$ cat config.mk
export PLATFORM = sky130hd
export DESIGN_NAME = max_unpool_stream_flat
export DESIGN_NICKNAME = d
export VERILOG_FILES = /design/src/rtl/max_unpool_stream_pkg.sv /design/src/rtl/max_unpool_stream_if.sv /design/src/rtl/max_unpool_stream_row_buf.sv /design/src/rtl/max_unpool_stream.sv /design/src/flat_wrapper.sv
export SDC_FILE = /design/constraint.sdc
export NUM_CORES = 1
export LEC_CHECK = 0
export BUFFER_PORTS_ARGS = -buffer_cell sky130_fd_sc_hd__buf_2
export CAP_MARGIN = 20
export CORE_UTILIZATION = 25
export CTS_CLUSTER_SIZE = 24
export DETAILED_ROUTE_END_ITERATION = 6
export HOLD_SLACK_MARGIN = 0.12
export SKIP_CTS_REPAIR_TIMING = 1
export SLEW_MARGIN = 20
export SYNTH_ARGS = -nofsm -noshare
export SYNTH_HDL_FRONTEND = slang
export SYNTH_SLANG_ARGS = --single-unit
$ cat constraint.sdc
create_clock -name clk -period 2.44 [get_ports clk]
set_clock_uncertainty 0.05 [all_clocks]
set_input_delay 0.244 -clock clk [delete_from_list [all_inputs] [get_ports clk]]
set_output_delay 0.244 -clock clk [all_outputs]
set_load 0.05 [all_outputs]
$ cat src/rtl/max_unpool_stream_pkg.sv
`default_nettype none
// ============================================================================
// Module      : max_unpool_pkg
// Description : Shared types and argmax position codes for the 2x2 unpool.
// Revision    : 1.0 - initial release
// ============================================================================
package max_unpool_pkg;

    typedef enum logic [0:0] {
        TOP = 1'b0,
        BOT = 1'b1
    } state_t;

    localparam int IDX_W = 2;

    // Argmax position within a 2x2 window, encoded as dy*2+dx
    localparam logic [IDX_W-1:0] POS_TL = 2'd0;
    localparam logic [IDX_W-1:0] POS_TR = 2'd1;
    localparam logic [IDX_W-1:0] POS_BL = 2'd2;
    localparam logic [IDX_W-1:0] POS_BR = 2'd3;

endpackage
`default_nettype wire

$ cat src/rtl/max_unpool_stream_if.sv
`default_nettype none
// ============================================================================
// Module      : max_unpool_stream_if
// Description : Pooled-element input stream and full-resolution output stream.
// Revision    : 1.0 - initial release
// ============================================================================
interface max_unpool_stream_if
    import max_unpool_pkg::*;
#(
    parameter int BITWIDTH = 8
);
    logic                in_valid;
    logic                in_ready;
    logic [BITWIDTH-1:0] in_data;
    logic [IDX_W-1:0]    in_idx;
    logic                out_valid;
    logic                out_ready;
    logic [BITWIDTH-1:0] out_data;
    logic                out_last;

    modport master (
        output in_valid, in_data, in_idx, out_ready,
        input  in_ready, out_valid, out_data, out_last
    );

    modport slave (
        input  in_valid, in_data, in_idx, out_ready,
        output in_ready, out_valid, out_data, out_last
    );
endinterface
`default_nettype wire

$ cat src/rtl/max_unpool_stream_row_buf.sv
`default_nettype none
// ============================================================================
// Module      : unpool_row_buf
// Description : One pooled row of {idx, data}; synchronous write, async read.
// Revision    : 1.0 - initial release
// ============================================================================
module unpool_row_buf #(
    parameter int DEPTH = 14,
    parameter int WIDTH = 10,
    parameter int AW    = 4
) (
    input  wire logic             clk,
    input  wire logic             we,
    input  wire logic [AW-1:0]    waddr,
    input  wire logic [WIDTH-1:0] wdata,
    input  wire logic [AW-1:0]    raddr,
    output logic      [WIDTH-1:0] rdata
);
    logic [WIDTH-1:0] r_mem [DEPTH];

    always_ff @(posedge clk) begin
        if (we) begin
            r_mem[waddr] <= wdata;
        end
    end

    assign rdata = r_mem[raddr];
endmodule
`default_nettype wire

$ cat src/rtl/max_unpool_stream.sv
`default_nettype none
// ============================================================================
// Module      : max_unpool_stream
// Description : Streaming 2x2 max-unpool; pooled elements in, raster pixels out.
// Revision    : 1.0 - initial release
// ============================================================================
module max_unpool_stream
    import max_unpool_pkg::*;
#(
    parameter int BITWIDTH    = 8,
    parameter int DATAWIDTH   = 28,
    parameter int DATAHEIGHT  = 28,
    parameter int DATACHANNEL = 3
) (
    input  wire logic          clk,
    input  wire logic          rst,
    max_unpool_stream_if.slave bus
);
    localparam int c_PW = DATAWIDTH / 2;
    localparam int c_PH = DATAHEIGHT / 2;
    localparam int c_AW = (c_PW > 1) ? $clog2(c_PW) : 1;
    localparam int c_CW = $clog2(DATAWIDTH);
    localparam int c_RW = (c_PH > 1) ? $clog2(c_PH) : 1;
    localparam int c_HW = (DATACHANNEL > 1) ? $clog2(DATACHANNEL) : 1;
    localparam int c_BW = BITWIDTH + IDX_W;

    localparam logic [c_CW-1:0] c_COL_ONE      = c_CW'(1);
    localparam logic [c_CW-1:0] c_COL_TOP_LAST = c_CW'(c_PW - 1);
    localparam logic [c_CW-1:0] c_COL_BOT_LAST = c_CW'(DATAWIDTH - 1);
    localparam logic [c_RW-1:0] c_ROW_ONE      = c_RW'(1);
    localparam logic [c_RW-1:0] c_ROW_LAST     = c_RW'(c_PH - 1);
    localparam logic [c_HW-1:0] c_CH_ONE       = c_HW'(1);
    localparam logic [c_HW-1:0] c_CH_LAST      = c_HW'(DATACHANNEL - 1);

    state_t              r_state;
    logic                r_phase;
    logic [c_CW-1:0]     r_col;
    logic [c_RW-1:0]     r_prow;
    logic [c_HW-1:0]     r_chan;
    logic                r_out_valid;
    logic [BITWIDTH-1:0] r_out_data;
    logic                r_out_last;

    logic                w_free;
    logic                w_in_ready;
    logic                w_accept;
    logic [c_AW-1:0]     w_waddr;
    logic [c_AW-1:0]     w_raddr;
    logic [c_BW-1:0]     w_rd;
    logic [IDX_W-1:0]    w_rd_idx;
    logic [BITWIDTH-1:0] w_rd_data;
    logic [IDX_W-1:0]    w_bot_pos;

    assign w_free     = !r_out_valid || bus.out_ready;
    assign w_in_ready = !rst && (r_state == TOP) && !r_phase && w_free;
    assign w_accept   = bus.in_valid && w_in_ready;

    // TOP reads the entry just written; BOT walks each entry twice (dx = 0, 1)
    assign w_waddr   = r_col[c_AW-1:0];
    assign w_raddr   = (r_state == TOP) ? r_col[c_AW-1:0] : c_AW'(r_col >> 1);
    assign w_rd_idx  = w_rd[BITWIDTH +: IDX_W];
    assign w_rd_data = w_rd[BITWIDTH-1:0];
    assign w_bot_pos = r_col[0] ? POS_BR : POS_BL;

    unpool_row_buf #(
        .DEPTH (c_PW),
        .WIDTH (c_BW),
        .AW    (c_AW)
    ) u_row_buf (
        .clk   (clk),
        .we    (w_accept),
        .waddr (w_waddr),
        .wdata ({bus.in_idx, bus.in_data}),
        .raddr (w_raddr),
        .rdata (w_rd)
    );

    always_ff @(posedge clk or posedge rst) begin
        if (rst) begin
            r_state     <= TOP;
            r_phase     <= 1'b0;
            r_col       <= '0;
            r_prow      <= '0;
            r_chan      <= '0;
            r_out_valid <= 1'b0;
            r_out_data  <= '0;
            r_out_last  <= 1'b0;
        end else begin
            case (r_state)
                TOP: begin
                    if (!r_phase) begin
                        if (w_accept) begin
                            r_out_valid <= 1'b1;
                            r_out_data  <= (bus.in_idx == POS_TL) ? bus.in_data : '0;
                            r_out_last  <= 1'b0;
                            r_phase     <= 1'b1;
                        end else if (w_free) begin
                            r_out_valid <= 1'b0;
                        end
                    end else if (w_free) begin
                        r_out_valid <= 1'b1;
                        r_out_data  <= (w_rd_idx == POS_TR) ? w_rd_data : '0;
                        r_out_last  <= 1'b0;
                        r_phase     <= 1'b0;
                        if (r_col == c_COL_TOP_LAST) begin
                            r_col   <= '0;
                            r_state <= BOT;
                        end else begin
                            r_col <= r_col + c_COL_ONE;
                        end
                    end
                end
                BOT: begin
                    if (w_free) begin
                        r_out_valid <= 1'b1;
                        r_out_data  <= (w_rd_idx == w_bot_pos) ? w_rd_data : '0;
                        r_out_last  <= (r_col == c_COL_BOT_LAST) && (r_prow == c_ROW_LAST);
                        if (r_col == c_COL_BOT_LAST) begin
                            r_col   <= '0;
                            r_state <= TOP;
                            if (r_prow == c_ROW_LAST) begin
                                r_prow <= '0;
                                r_chan <= (r_chan == c_CH_LAST) ? '0 : r_chan + c_CH_ONE;
                            end else begin
                                r_prow <= r_prow + c_ROW_ONE;
                            end
                        end else begin
                            r_col <= r_col + c_COL_ONE;
                        end
                    end
                end
                default: r_state <= TOP;
            endcase
        end
    end

    assign bus.in_ready  = w_in_ready;
    assign bus.out_valid = r_out_valid;
    assign bus.out_data  = r_out_data;
    assign bus.out_last  = r_out_last;
endmodule
`default_nettype wire

$ cat src/flat_wrapper.sv
// flat-port wrapper written by rule: the top's interface ports become plain ports
module max_unpool_stream_flat import max_unpool_pkg::*;
#(
    parameter int BITWIDTH    = 8,
    parameter int DATAWIDTH   = 28,
    parameter int DATAHEIGHT  = 28,
    parameter int DATACHANNEL = 3
)
  (clk, rst, bus_in_valid, bus_in_data, bus_in_idx, bus_out_ready, bus_in_ready, bus_out_valid, bus_out_data, bus_out_last);
  max_unpool_stream_if #(.BITWIDTH(BITWIDTH)) bus_i ();
  input  wire logic clk;
  input  wire logic rst;
  input wire logic [$bits(bus_i.in_valid)-1:0] bus_in_valid;
  input wire logic [$bits(bus_i.in_data)-1:0] bus_in_data;
  input wire logic [$bits(bus_i.in_idx)-1:0] bus_in_idx;
  input wire logic [$bits(bus_i.out_ready)-1:0] bus_out_ready;
  output wire logic [$bits(bus_i.in_ready)-1:0] bus_in_ready;
  output wire logic [$bits(bus_i.out_valid)-1:0] bus_out_valid;
  output wire logic [$bits(bus_i.out_data)-1:0] bus_out_data;
  output wire logic [$bits(bus_i.out_last)-1:0] bus_out_last;
  assign bus_i.in_valid = bus_in_valid;
  assign bus_i.in_data = bus_in_data;
  assign bus_i.in_idx = bus_in_idx;
  assign bus_i.out_ready = bus_out_ready;
  assign bus_in_ready = bus_i.in_ready;
  assign bus_out_valid = bus_i.out_valid;
  assign bus_out_data = bus_i.out_data;
  assign bus_out_last = bus_i.out_last;
  max_unpool_stream #(.BITWIDTH(BITWIDTH), .DATAWIDTH(DATAWIDTH), .DATAHEIGHT(DATAHEIGHT), .DATACHANNEL(DATACHANNEL)) u_core (.clk(clk), .rst(rst), .bus(bus_i));
endmodule
==> results by stage, run 1 <==
Die:
- The die is 169 um tall.
- The horizontal die dimension is 169 um.
- The floorplan has 60 rows.
- The number of I/O pins is 25.
- The core area is 27200 um^2.
- The die covers 28500 um^2.
- The initial core utilization is 25.6%.

Detailed routing:
- Using the TritonRoute via totals, the vias-per-cell ratio works out to 4.48.
- The routed via count is 3993.
- Dividing the detail-routed wire length by the instance count gives 17.6 um.
- The post-route DRC violation count is 0.
- The detailed-router iteration count before antenna repair is 5.
- Once detail routing completed, the nets flagged for antenna violations numbered 0.
- The detailed router's first-iteration violation count is 238.
- The aggregate routed wire length is 15600 um.

Critical path:
- The worst setup path is launched from a flop.
- Along the worst path, the maximum fanout reaches 13.
- The setup slack of the most critical reg-to-reg path is 0.07 ns.
- The count of cells along the worst register-to-register path is 8.
- STA classifies the critical path endpoint as a flop.
- The setup path with the least slack is of type reg2reg.
- At the worst endpoint, the arrival time is 2.63 ns.
- In this run the critical register-to-register path is captured at u_core.bus.out_data[4].
- At the worst endpoint, the required time is 2.70 ns.
- In this run the critical register-to-register path is launched from u_core.r_col[1].

Min path:
- The number of instances on the worst hold path is 1.
- The worst hold-check path type is in2reg.
- The startpoint identified for the worst hold timing path is bus_in_data[1].
- The worst hold path endpoint is u_core.u_row_buf.r_mem[5][1].

STA:
- The final hold violation count is 0.
- The upper clock frequency limit is 422 MHz.
- At the pin with the least slew margin, the transition time is 0.845 ns.
- The final-layout setup total negative slack is 0 ns.
- The setup-violating endpoint count in the final report is 0.
- Dividing the final minimum period by the clock period gives 97.2%.
- The final critical-path required period is 2.37 ns.
- The max-slew violation count is 0.
- The worst setup slack after layout is 0.0676 ns.
- The headroom to the max-slew limit is 43.6%.

Cells and area:
- The number of nets at the end of the flow is 522.
- Once layout is complete, the cells apart from fillers number 891.
- The proportion of layout cells with a drive suffix above 1 is 30.6%.
- The area growth from synthesis to final layout is 22.5%.
- Measured on the finished design, the core utilization comes to 31.4%.

Logic synthesis:
- The synthesized design contains 161 register bits.
- Yosys attributes the largest share of cell area to sky130_fd_sc_hd__edfxtp_1 60%, sky130_fd_sc_hd__mux4_2 8.4%, sky130_fd_sc_hd__dfrtp_1 7.5%, sky130_fd_sc_hd__mux2i_1 3.0%, sky130_fd_sc_hd__a21oi_1 1.9%.
- The cell type with the highest aggregate area in the netlist is sky130_fd_sc_hd__edfxtp_1.
- The mean post-synth cell area is 16.1 um^2.
- The fraction of registers with async set/reset is 13.0%.
- The share of synthesized area occupied by flip-flops and latches is 67.9%.
- The most instantiated flip-flop cell in the synthesis netlist is sky130_fd_sc_hd__edfxtp_1.
- The synthesized netlist net count is 450.
- For this run, the number of Yosys warnings is 0.
- The unique cell type count in the Yosys netlist is 48.
- In this run, synthesis inferred 140 flip-flops with an integrated enable.
- The most common cell in the synthesized netlist is sky130_fd_sc_hd__edfxtp_1.
- The cell area that synthesis handed to floorplanning was 6970 um^2.
- In the synthesized netlist, the number of instances is 432.
- Sorting the synthesized cells by how often they occur yields 140 x sky130_fd_sc_hd__edfxtp_1, 36 x sky130_fd_sc_hd__nand2_1, 27 x sky130_fd_sc_hd__a21oi_1, 27 x sky130_fd_sc_hd__nor2_1, 26 x sky130_fd_sc_hd__mux4_2.
- In this run the biggest area consumer among cell types represents 60.4% of the synthesized area.

Clock network:
- The number of sinks handled by clock tree synthesis is 161.
- TritonCTS created 17 clock buffers.
- The clock tree root driver cell is sky130_fd_sc_hd__clkbuf_16.
- The longest clock path from root to sink contains 2 buffers.
- The H-tree depth is 4.
- TritonCTS built the clock tree.
- Clock-pin slew was measured on the worst setup and hold paths at 0.07 ns.
- Clock latency on the worst-skew pair, taken at its later pin, is 0.43 ns.

Placed design:
- The worst slack at placement is -0.0546 ns.
- Routability-driven placement finished with a final weighted congestion of 0.838.
- After legalization and detailed placement, the total HPWL measured 10400 um.
- The quantity of I/O buffers inserted on ports is 24.
- The placed instance count is 850.

Pwr:
- The clock network fraction of design power is 27.0%.
- The power share of the sequential group is 34.1%.
- The internal portion of the total power is 0.00640 W.
- For this design the static power due to leakage is 2.96 nW.
- The design draws 0.00984 W.
- The total power per unit cell area is 1150 nW/um^2.
- The switching part of the total is 35.0%.
- IR analysis of the VDD net gives a maximum drop of 492 uV.
- The analysis attributes to net switching a power of 0.00345 W.
- The share of total power dissipated in combinational logic is 38.9%.

Job:
- The reported max-cap violation count is 0.

Global routing:
- The wire length of the first global-routing pass is 24100 um.
- Across every metal layer, demand over resource in global routing totals 11.4%.
- Global routing consumed, on the met2 layer, 18.8% of the routing resources.
- Entering global routing, the biggest net connects 32 pins.
- The met3 layer usage reported by global route is 2.83%.
- Summed over all layers, the global routing overflow is 0.
- The routing layer with the top usage in global route is met2.
- The via count of the first global-routing pass is 4118.
- The number of antenna violations at the first check in global routing is 3.
- In the global route stage, met1 resource usage came out at 14.3%.

Run status:
- The flow ran to the end, and the final reports show no timing, DRC or antenna violations.
worst max-delay path: stages (launching register included):
cell and delay, ns:
sky130_fd_sc_hd__dfrtp_2 0.49, sky130_fd_sc_hd__mux2i_4 0.24, sky130_fd_sc_hd__buf_4 0.19, sky130_fd_sc_hd__clkbuf_16 0.20, sky130_fd_sc_hd__mux4_2 0.53, sky130_fd_sc_hd__mux2i_1 0.26
sky130_fd_sc_hd__a21oi_1 0.12, sky130_fd_sc_hd__o22ai_1 0.12, sky130_fd_sc_hd__a21oi_1 0.06
cells by family after synthesis:
group                      count (synthesis)  share of synthesized area, %
buffers and inverters                     29                          2.35
adders and majority gates                  4                         0.719
muxes                                     61                          15.0
AOI/OAI and AO/OA                         82                          7.63
DFF                                      161                          67.9
xor gates and xnor gates                   1                         0.126
and+or+nand+nor                           94                          6.23
layout by cell type (no fill, tap or decap), types with 14 or more instances in the layout:
| cell type | n |
|---|---|
| sky130_fd_sc_hd__nor2_1 | 26 |
| sky130_fd_sc_hd__edfxtp_1 | 140 |
| sky130_fd_sc_hd__nand2_1 | 36 |
| sky130_fd_sc_hd__mux4_2 | 27 |
| sky130_fd_sc_hd__buf_2 | 24 |
| sky130_fd_sc_hd__dfrtp_1 | 18 |
| sky130_fd_sc_hd__buf_4 | 39 |
| sky130_fd_sc_hd__a21oi_1 | 27 |
| sky130_fd_sc_hd__o21ai_0 | 14 |
| sky130_fd_sc_hd__mux2i_1 | 21 |
| sky130_fd_sc_hd__clkbuf_16 | 18 |
through the flow:
step	hold WS (ns)	cell area, um^2
after floorplan	0.171	6990
after global placement	0.395	7810
after detailed placement	0.423	7810
after CTS	-0.0307	8400
after global routing	0.146	8530
final	0.146	8530
metal layers:
layer / part of all wire (%) / vias to the layer above / routed length [um]
met3: 4.6 / 14 / 721
met5: 0.083 / - / 13
met2: 50 / 81 / 7830
li1: - / 1857 / -
met4: 1.1 / 2 / 171
met1: 44 / 2039 / 6920
sequential cells by signal (all words and copies together) (netlist names):
name / cells
u_core.r_col: 5
u_core.bus.out_valid: 1
u_core.r_state: 1
u_core.r_phase: 1
u_core.u_row_buf.r_mem: 140
u_core.bus.out_data: 8
u_core.r_prow: 4
u_core.bus.out_last: 1
power by group through the flow:
stage / sequential (W) / combinational (W) / clock, W
floorplan: 0.00357 / 0.00244 / 0
detailed placement: 0.00341 / 0.00356 / 0
finish: 0.00336 / 0.00383 / 0.00266
CTS: 0.00335 / 0.00357 / 0.00271
global route: 0.00338 / 0.00411 / 0.00281
global placement: 0.00340 / 0.00352 / 0
cell type report:
cell class / instances / area [um^2]
clock inverters: 14 / 160
fillers: 2670 / 18600
inverters: 8 / 30.0
well taps: 372 / 465
diodes: 2 / 5.00
repair buffers: 74 / 596
clock buffers: 18 / 429
flip-flops and latches: 161 / 4730
multi-input cells: 242 / 2110
worst max-delay path by stage:
stage	start	to	slack, ns	cells after the start
floorplan	u_core.r_col[0]	u_core.bus.out_data[6]	0.11	7
global placement	u_core.r_state	u_core.bus.out_data[2]	-0.04	6
detailed placement	u_core.r_state	u_core.bus.out_data[2]	-0.05	6
CTS	u_core.r_state	u_core.bus.out_data[2]	-0.08	6
global route	u_core.r_col[1]	u_core.bus.out_data[1]	-0.002	8
finish	u_core.r_col[1]	u_core.bus.out_data[4]	0.07	8
No activity file was read; power rests on OpenSTA's default activity.
==> run 2: changes to the inputs <==
clock period = 2.93 ns   (was 2.44 ns; I/O delays follow)
==> run 2 against run 1 <==
Via count decreased by 1.7%; worst hold slack improved by 0.0065 ns; setup slack gained 0.23 ns; first-iteration DRC count rose by 26%; largest power group unchanged; highest routed layer unchanged.
==> results by stage, run 2 (synthesized netlist as in run 1, its figures left out) <==
Cells and area:
- The post-layout instance count excluding filler cells was 868 (-2.6%).
- The final non-filler cell area is 8290 um^2 (-2.9%).
- The number of flip-flops under the largest register name is 140 (unchanged).
- The number of nets at the end of the flow is 499 (-4.4%).
- The combined flip-flop and latch cell area is 4730 um^2 (about the same).
- The register with the highest flop count is u_core.u_row_buf.r_mem.
- The library cell used most frequently in the layout, excluding fill and tap cells, is sky130_fd_sc_hd__edfxtp_1.
- The proportion of layout cells with a drive suffix above 1 is 25.9% (-4.6 points).
- Compared with the post-synthesis result, the final layout area differs by 19.0%.
- The fill cell instance count of the final layout is 2693 (+0.86%).
- The multi-input gate area in the final layout is 2080 um^2 (-1.4%).
- The top cell types in the final layout, fill and taps aside, are 140 x sky130_fd_sc_hd__edfxtp_1, 36 x sky130_fd_sc_hd__nand2_1, 27 x sky130_fd_sc_hd__nor2_1, 27 x sky130_fd_sc_hd__a21oi_1, 26 x sky130_fd_sc_hd__mux4_2.

Global routing:
- The number of antenna violations at the first check in global routing came to 3 (unchanged).
- The wire length of the first global-routing pass was 23400 um (-3.0%).
- The via count of the first global-routing pass is 4068 (-1.2%).
- The pin count of the biggest net entering global routing came to 32 (unchanged).
- The aggregate global routing overflow is 0 (unchanged).
- The combined global-route utilization of all metal layers was 11.0% (-0.40 points).

Clock network:
- The number of buffers created by CTS was 17 (unchanged).
- The maximum root-to-sink buffer count came to 2 (unchanged).
- The clock latency reported for the late side of the worst-skew pair is 0.42 ns (about the same).
- The number of sinks handled by clock tree synthesis is 161 (unchanged).
- The clock tree root driver cell is sky130_fd_sc_hd__clkbuf_16.
- TritonCTS built the clock tree.
- The register clock-pin slew on the reported worst setup and hold paths is 0.07 ns (about the same).
- The H-tree depth is 4 (unchanged).

STA:
- The upper clock frequency limit is 381 MHz (-9.7%).
- The final-layout setup total negative slack is 0 ns (unchanged).
- The setup-violating endpoint count in the final report is 0 (unchanged).
- Setup repair after global routing left no endpoint under its margin.
- The final clock period utilization by the worst path was 89.7% (-7.5 points).
- The headroom to the max-slew limit is 47.9% (+4.2 points).
- The final critical-path required period is 2.63 ns (+0.255 ns).
- The max-slew violation count came to 0 (unchanged).
- The final hold violation count is 0 (unchanged).
- The actual slew at the worst max-slew pin was 0.781 ns (-0.0633 ns).

Detailed routing:
- The mean number of vias per cell came to 4.52 (+0.93%).
- The detailed router's first-iteration violation count is 301 (+26%).
- The detailed-router iteration count before antenna repair is 4 (-1).
- The aggregate routed wire length is 14800 um (-5.7%).
- The post-route DRC violation count is 0 (unchanged).
- The routed via count is 3926 (-1.7%).
- The average wire length per cell after detail routing is 17.0 um (-3.2%).
- The count of antenna-violating nets left after detailed routing was 0 (unchanged).

Critical path:
- STA classifies the critical path endpoint as a flop.
- The worst endpoint required time is 3.22 ns (+0.52 ns).
- The peak per-stage delay on the critical path is 0.53 ns (about the same).
- The critical path class is reg2reg.
- The sum of buffers and inverters on the critical path is 1 (-1).
- Traced cell by cell, the critical path runs through buf_4 > mux4_2 > mux2i_1 > nand2_1 > a211oi_2 > nand3b_1 > a21o_2 > a21oi_1.
- The dominant delay contributor by cell family on the critical path is compound AO/OA/AOI/OAI gates.
- The critical path data arrival time is 2.92 ns (+0.29 ns).
- On the critical path, the stage with the largest delay is an instance of sky130_fd_sc_hd__mux4_2.
- The worst setup path is launched from a flop.
- The highest net fanout along the worst path is 16 (+3).

Pwr:
- The power after layout is 0.00791 W (-20%).
- The total power per unit cell area is 954 nW/um^2 (-17%).
- The largest voltage drop on the vdd net came to 358 uV (-27%).
- The leakage power total is 2.83 nW (-4.4%).

Job:
- The reported max-cap violation count is 0 (unchanged).

Placed design:
- The instance area after placement is 7630 um^2 (-2.2%).
- The final weighted congestion in routability-driven placement came to 0.841 (+0.44%).
- The placed instance count is 833 (-2.0%).
- The estimated wirelength of the detail-placed design is 10200 um (-1.4%).
- The quantity of I/O buffers inserted on ports is 24 (unchanged).

Die:
- The number of I/O pins is 25 (unchanged).
- The horizontal die dimension came to 169 um (unchanged).
- The floorplan die area is 28500 um^2 (unchanged).
- The number of placement rows is 60 (unchanged).
- The initial core utilization is 25.6% (unchanged).
- The core area was 27200 um^2 (unchanged).
- The die boundary height is 169 um (unchanged).

Min path:
- In this run the worst hold path is classified as in2reg.

Run status:
- The run finished with clean final reports.
run 2: cell type report:
type / instances / area share [%]
flip-flops and latches: 161 / 57.1
well taps: 372 / 5.62
repair buffers: 51 / 4.08
multi-input cells: 242 / 25.1
clock buffers: 17 / 5.13
diodes: 2 / 0.0604
inverters: 8 / 0.362
clock inverters: 15 / 2.54
run 2: final timing paths:
check / startpoint / endpoint / slack [ns] / cells after the start
setup / recovery: u_core.r_col[1] / u_core.bus.out_data[0] / 0.30 / 8
setup reg to reg: u_core.r_col[1] / u_core.bus.out_data[0] / 0.30 / 8
max in group asynchronous: rst / u_core.bus.out_data[2] / 1.81 / 3
hold reg to reg: u_core.r_prow[0] / u_core.r_prow[0] / 0.47 / 1
min in group asynchronous: rst / u_core.r_phase / 0.52 / 3
hold / removal: bus_in_valid / u_core.bus.out_valid / 0.15 / 3
run 2: through the flow:
stage	worst slack [ns]	hold slack [ns]	util, %
after floorplan	0.330	0.220	-
after global routing	0.0858	0.172	30.5
final	0.302	0.153	30.5
after detailed placement	0.345	0.458	28.1
after global placement	0.372	0.423	28.1
after CTS	0.328	0.00279	30.4
run 2: worst min-delay path, cell delays in order:
cell and delay (ns):
sky130_fd_sc_hd__buf_2 0.08, sky130_fd_sc_hd__nand2b_1 0.11, sky130_fd_sc_hd__nand3_1 0.11
run 2: power by group:
part / switching [W] / total, W / internal (W)
clock: 0.00103 / 0.00228 / 0.00125
sequential: 0.000160 / 0.00281 / 0.00265
combinational: 0.00162 / 0.00282 / 0.00119
total: 0.00281 / 0.00791 / 0.00509
run 2: layer usage:
metal / wire length, um / share of wire (%) / vias up / track usage, %
li1: - / - / 1806 / -
met1: 6320 / 43 / 1992 / 13.7
met2: 7280 / 49 / 97 / 18.1
met3: 814 / 5.5 / 29 / 2.53
met4: 333 / 2.3 / 2 / 5.02
met5: 13 / 0.088 / - / 0
==> run 3: changes to the inputs <==
CORE_MARGIN = 10   (was not set)
==> run 3 against run 2 <==
Setup slack improved by 0.011 ns; register-to-register slack about the same; cell count increased by 0.58%; combinational power decreased by 2%; largest cell class unchanged.
==> results by stage, run 3 (synthesized netlist as in run 1, its figures left out) <==
Pwr:
- The total power per unit cell area is 943 nW/um^2 (-1.2%).
- The power after layout is 0.00777 W (-1.8%).
- The largest voltage drop on the vdd net came to 364 uV (+1.6%).
- The leakage power total is 2.81 nW (-0.78%).

Cells and area:
- The proportion of layout cells with a drive suffix above 1 came to 25.7% (-0.20 points).
- The number of flip-flops under the largest register name is 140 (unchanged).
- Leaving out fill and tap cells, the most frequent cells in the layout are 140 x sky130_fd_sc_hd__edfxtp_1, 36 x sky130_fd_sc_hd__nand2_1, 27 x sky130_fd_sc_hd__nor2_1, 27 x sky130_fd_sc_hd__a21oi_1, 26 x sky130_fd_sc_hd__mux4_2.
- Counting flops per register, the top entry is u_core.u_row_buf.r_mem.
- The area growth from synthesis to layout is 18.2%.
- The number of nets at the end of the flow is 499 (unchanged).
- The fill cell instance count of the final layout is 2745 (+1.9%).
- The library cell used most frequently in the layout, excluding fill and tap cells, is sky130_fd_sc_hd__edfxtp_1.

Die:
- The number of placement rows was 61 (+1.7%).
- The floorplan die area is 34900 um^2 (+22%).
- The horizontal die dimension is 187 um (+11%).
- The initial core utilization was 25.2% (-0.42 points).
- The die boundary height is 187 um (+11%).
- The number of I/O pins is 25 (unchanged).
- The core area is 27600 um^2 (+1.7%).

Run status:
- The flow ran to the end, and the final reports show no timing, DRC or antenna violations.

Critical path:
- Counting stages on the worst path, the most repeated cell is sky130_fd_sc_hd__a21oi_1.
- The sum of buffers and inverters on the critical path is 1 (unchanged).
- The critical path class is reg2reg.
- Walking the worst path, the cells encountered are buf_4 > mux4_2 > o211ai_1 > a21oi_1 > a21oi_2 > a21o_2 > a21oi_1.
- The element type at the critical path start is a flop.
- The highest net fanout along the worst path is 11 (-5).
- The critical path data arrival time was 2.87 ns (-0.05 ns).
- The count of cells along the worst register-to-register path is 7 (-1).
- The worst reg2reg path endpoint is u_core.bus.out_data[5].
- The category of the worst setup path capture point is a flop.
- The dominant delay contributor by cell family on the critical path is compound AO/OA/AOI/OAI gates.
- The peak per-stage delay on the critical path is 0.63 ns (+0.10 ns).
- In this run the critical register-to-register path is launched from u_core.r_col[1].
- The worst endpoint required time is 3.18 ns (-0.04 ns).
- The slowest stage of the critical path is the sky130_fd_sc_hd__dfrtp_1 cell.
- The setup slack of the most critical reg-to-reg path is 0.31 ns (about the same).

Detailed routing:
- The routed via count is 3923 (-0.076%).
- The mean number of vias per cell is 4.49 (-0.65%).
- The count of antenna-violating nets left after detailed routing is 0 (unchanged).
- The post-route DRC violation count is 0 (unchanged).
- The aggregate routed wire length was 14700 um (-0.28%).
- The detailed router's first-iteration violation count is 395 (+31%).
- The detailed-router iteration count before antenna repair was 5 (+1).
- The average wire length per cell after detail routing came to 16.9 um (-0.86%).

Global routing:
- The pin count of the biggest net entering global routing was 32 (unchanged).
- The met1 usage in global routing came to 10.4% (-3.4 points).
- The combined global-route utilization of all metal layers is 8.56% (-2.4 points).
- The met2 capacity usage during global routing was 14.2% (-3.8 points).
- The number of antenna violations at the first check in global routing is 3 (unchanged).
- The routing layer with the top usage in global route is met2.
- The via count of the first global-routing pass is 4008 (-1.5%).
- The aggregate global routing overflow is 0 (unchanged).
- The wire length of the first global-routing pass is 23400 um (+0.24%).
- The met3 layer usage reported by global route was 2.05% (-0.47 points).

Clock network:
- The maximum root-to-sink buffer count came to 2 (unchanged).
- CTS placed an instance of sky130_fd_sc_hd__clkbuf_16 at the clock tree root.
- The clock latency reported for the late side of the worst-skew pair is 0.42 ns (about the same).
- The H-tree depth was 4 (unchanged).
- The TritonCTS clock tree is done.
- The number of buffers created by CTS is 17 (unchanged).
- The number of sinks handled by clock tree synthesis is 161 (unchanged).
- The register clock-pin slew on the reported worst setup and hold paths is 0.07 ns (about the same).

Placed design:
- The final weighted congestion in routability-driven placement was 0.857 (+1.8%).
- The quantity of I/O buffers inserted on ports is 24 (unchanged).
- The estimated wirelength of the detail-placed design is 10200 um (-0.39%).

Min path:
- The path class of the tightest hold or removal check is in2reg.
- The number of instances on the worst hold path is 3 (unchanged).
- In this run the most critical hold path is launched from bus_in_valid.
- The worst hold path endpoint is u_core.bus.out_valid.

STA:
- The max-slew violation count came to 0 (unchanged).
- The final critical-path required period is 2.62 ns (-0.0107 ns).
- The final clock period utilization by the worst path is 89.3% (-0.37 points).
- The final-layout setup total negative slack was 0 ns (unchanged).
- The actual slew at the worst max-slew pin was 0.820 ns (+0.0384 ns).
- The headroom to the max-slew limit is 45.3% (-2.6 points).
- The final hold violation count was 0 (unchanged).
- The upper clock frequency limit is 382 MHz (+0.41%).
- The setup-violating endpoint count in the final report is 0 (unchanged).
- Setup repair after global routing left no endpoint under its margin.

Job:
- The reported max-cap violation count is 0 (unchanged).
run 3: cell types whose count changed in the layout (fill, tap and decap cells not counted), sizes merged:
cell | previous run | this run
inv | 16 | 19
clkinv | 6 | 2
diode | 2 | 1
clkinvlp | 0 | 1
run 3: where the power goes:
group | switching (W) | leakage [nW] | internal (W)
Sequential | 0.000168 | 1.52 | 0.00265
Clock | 0.000970 | 0.287 | 0.00121
Combinational | 0.00157 | 1.00 | 0.00119
Total | 0.00271 | 2.81 | 0.00506
run 3: metrics by stage:
stage	util [%]	setup slack [ns]	area, um^2	hold WS [ns]	cells
2_1_floorplan	-	0.330	6970	0.220	432
3_3_place_gp	27.6	0.338	7640	0.439	839
3_5_place_dp	27.6	0.346	7640	0.449	839
4_1_cts	29.8	0.331	8220	0.0156	871
5_1_grt	29.8	0.136	8230	0.170	872
6_report	29.8	0.313	8240	0.144	873
run 3: layer usage:
layer	up-vias	share of wire, %
li1	1806	-
met1	1998	43
met2	94	50
met5	-	0.18
met4	4	1.8
met3	21	4.6
run 3: worst max-delay path by stage:
| stage | end | cells after the start | from | slack (ns) |
|---|---|---|---|---|
| after floorplan | u_core.u_row_buf.r_mem[0][0] | 8 | u_core.r_state | 0.33 |
| after global placement | u_core.bus.out_data[7] | 10 | u_core.r_state | 0.34 |
| after detailed placement | u_core.bus.out_data[5] | 7 | u_core.r_col[1] | 0.35 |
| after CTS | u_core.bus.out_data[2] | 6 | u_core.r_col[1] | 0.33 |
| after global routing | u_core.bus.out_data[2] | 8 | u_core.r_state | 0.14 |
| final | u_core.bus.out_data[5] | 7 | u_core.r_col[1] | 0.31 |
run 3: worst reg2reg max path, stage by stage (launching register included):
cell	delay [ns]
sky130_fd_sc_hd__dfrtp_1	0.63
sky130_fd_sc_hd__buf_4	0.31
sky130_fd_sc_hd__mux4_2	0.53
sky130_fd_sc_hd__o211ai_1	0.13
sky130_fd_sc_hd__a21oi_1	0.11
sky130_fd_sc_hd__a21oi_2	0.37
sky130_fd_sc_hd__a21o_2	0.26
sky130_fd_sc_hd__a21oi_1	0.10
run 3: layout make-up:
cell class                 count  area (um^2)  share of cell area, %
sequential                   161         4730                   57.4
antenna                        1         2.50                 0.0304
clock inverter                15          160                   1.94
inverter                       8         30.0                  0.365
timing repair buffer          51          338                   4.10
multi-input combinational    242         2080                   25.2
clock buffer                  17          425                   5.17
tap                          378          473                   5.74
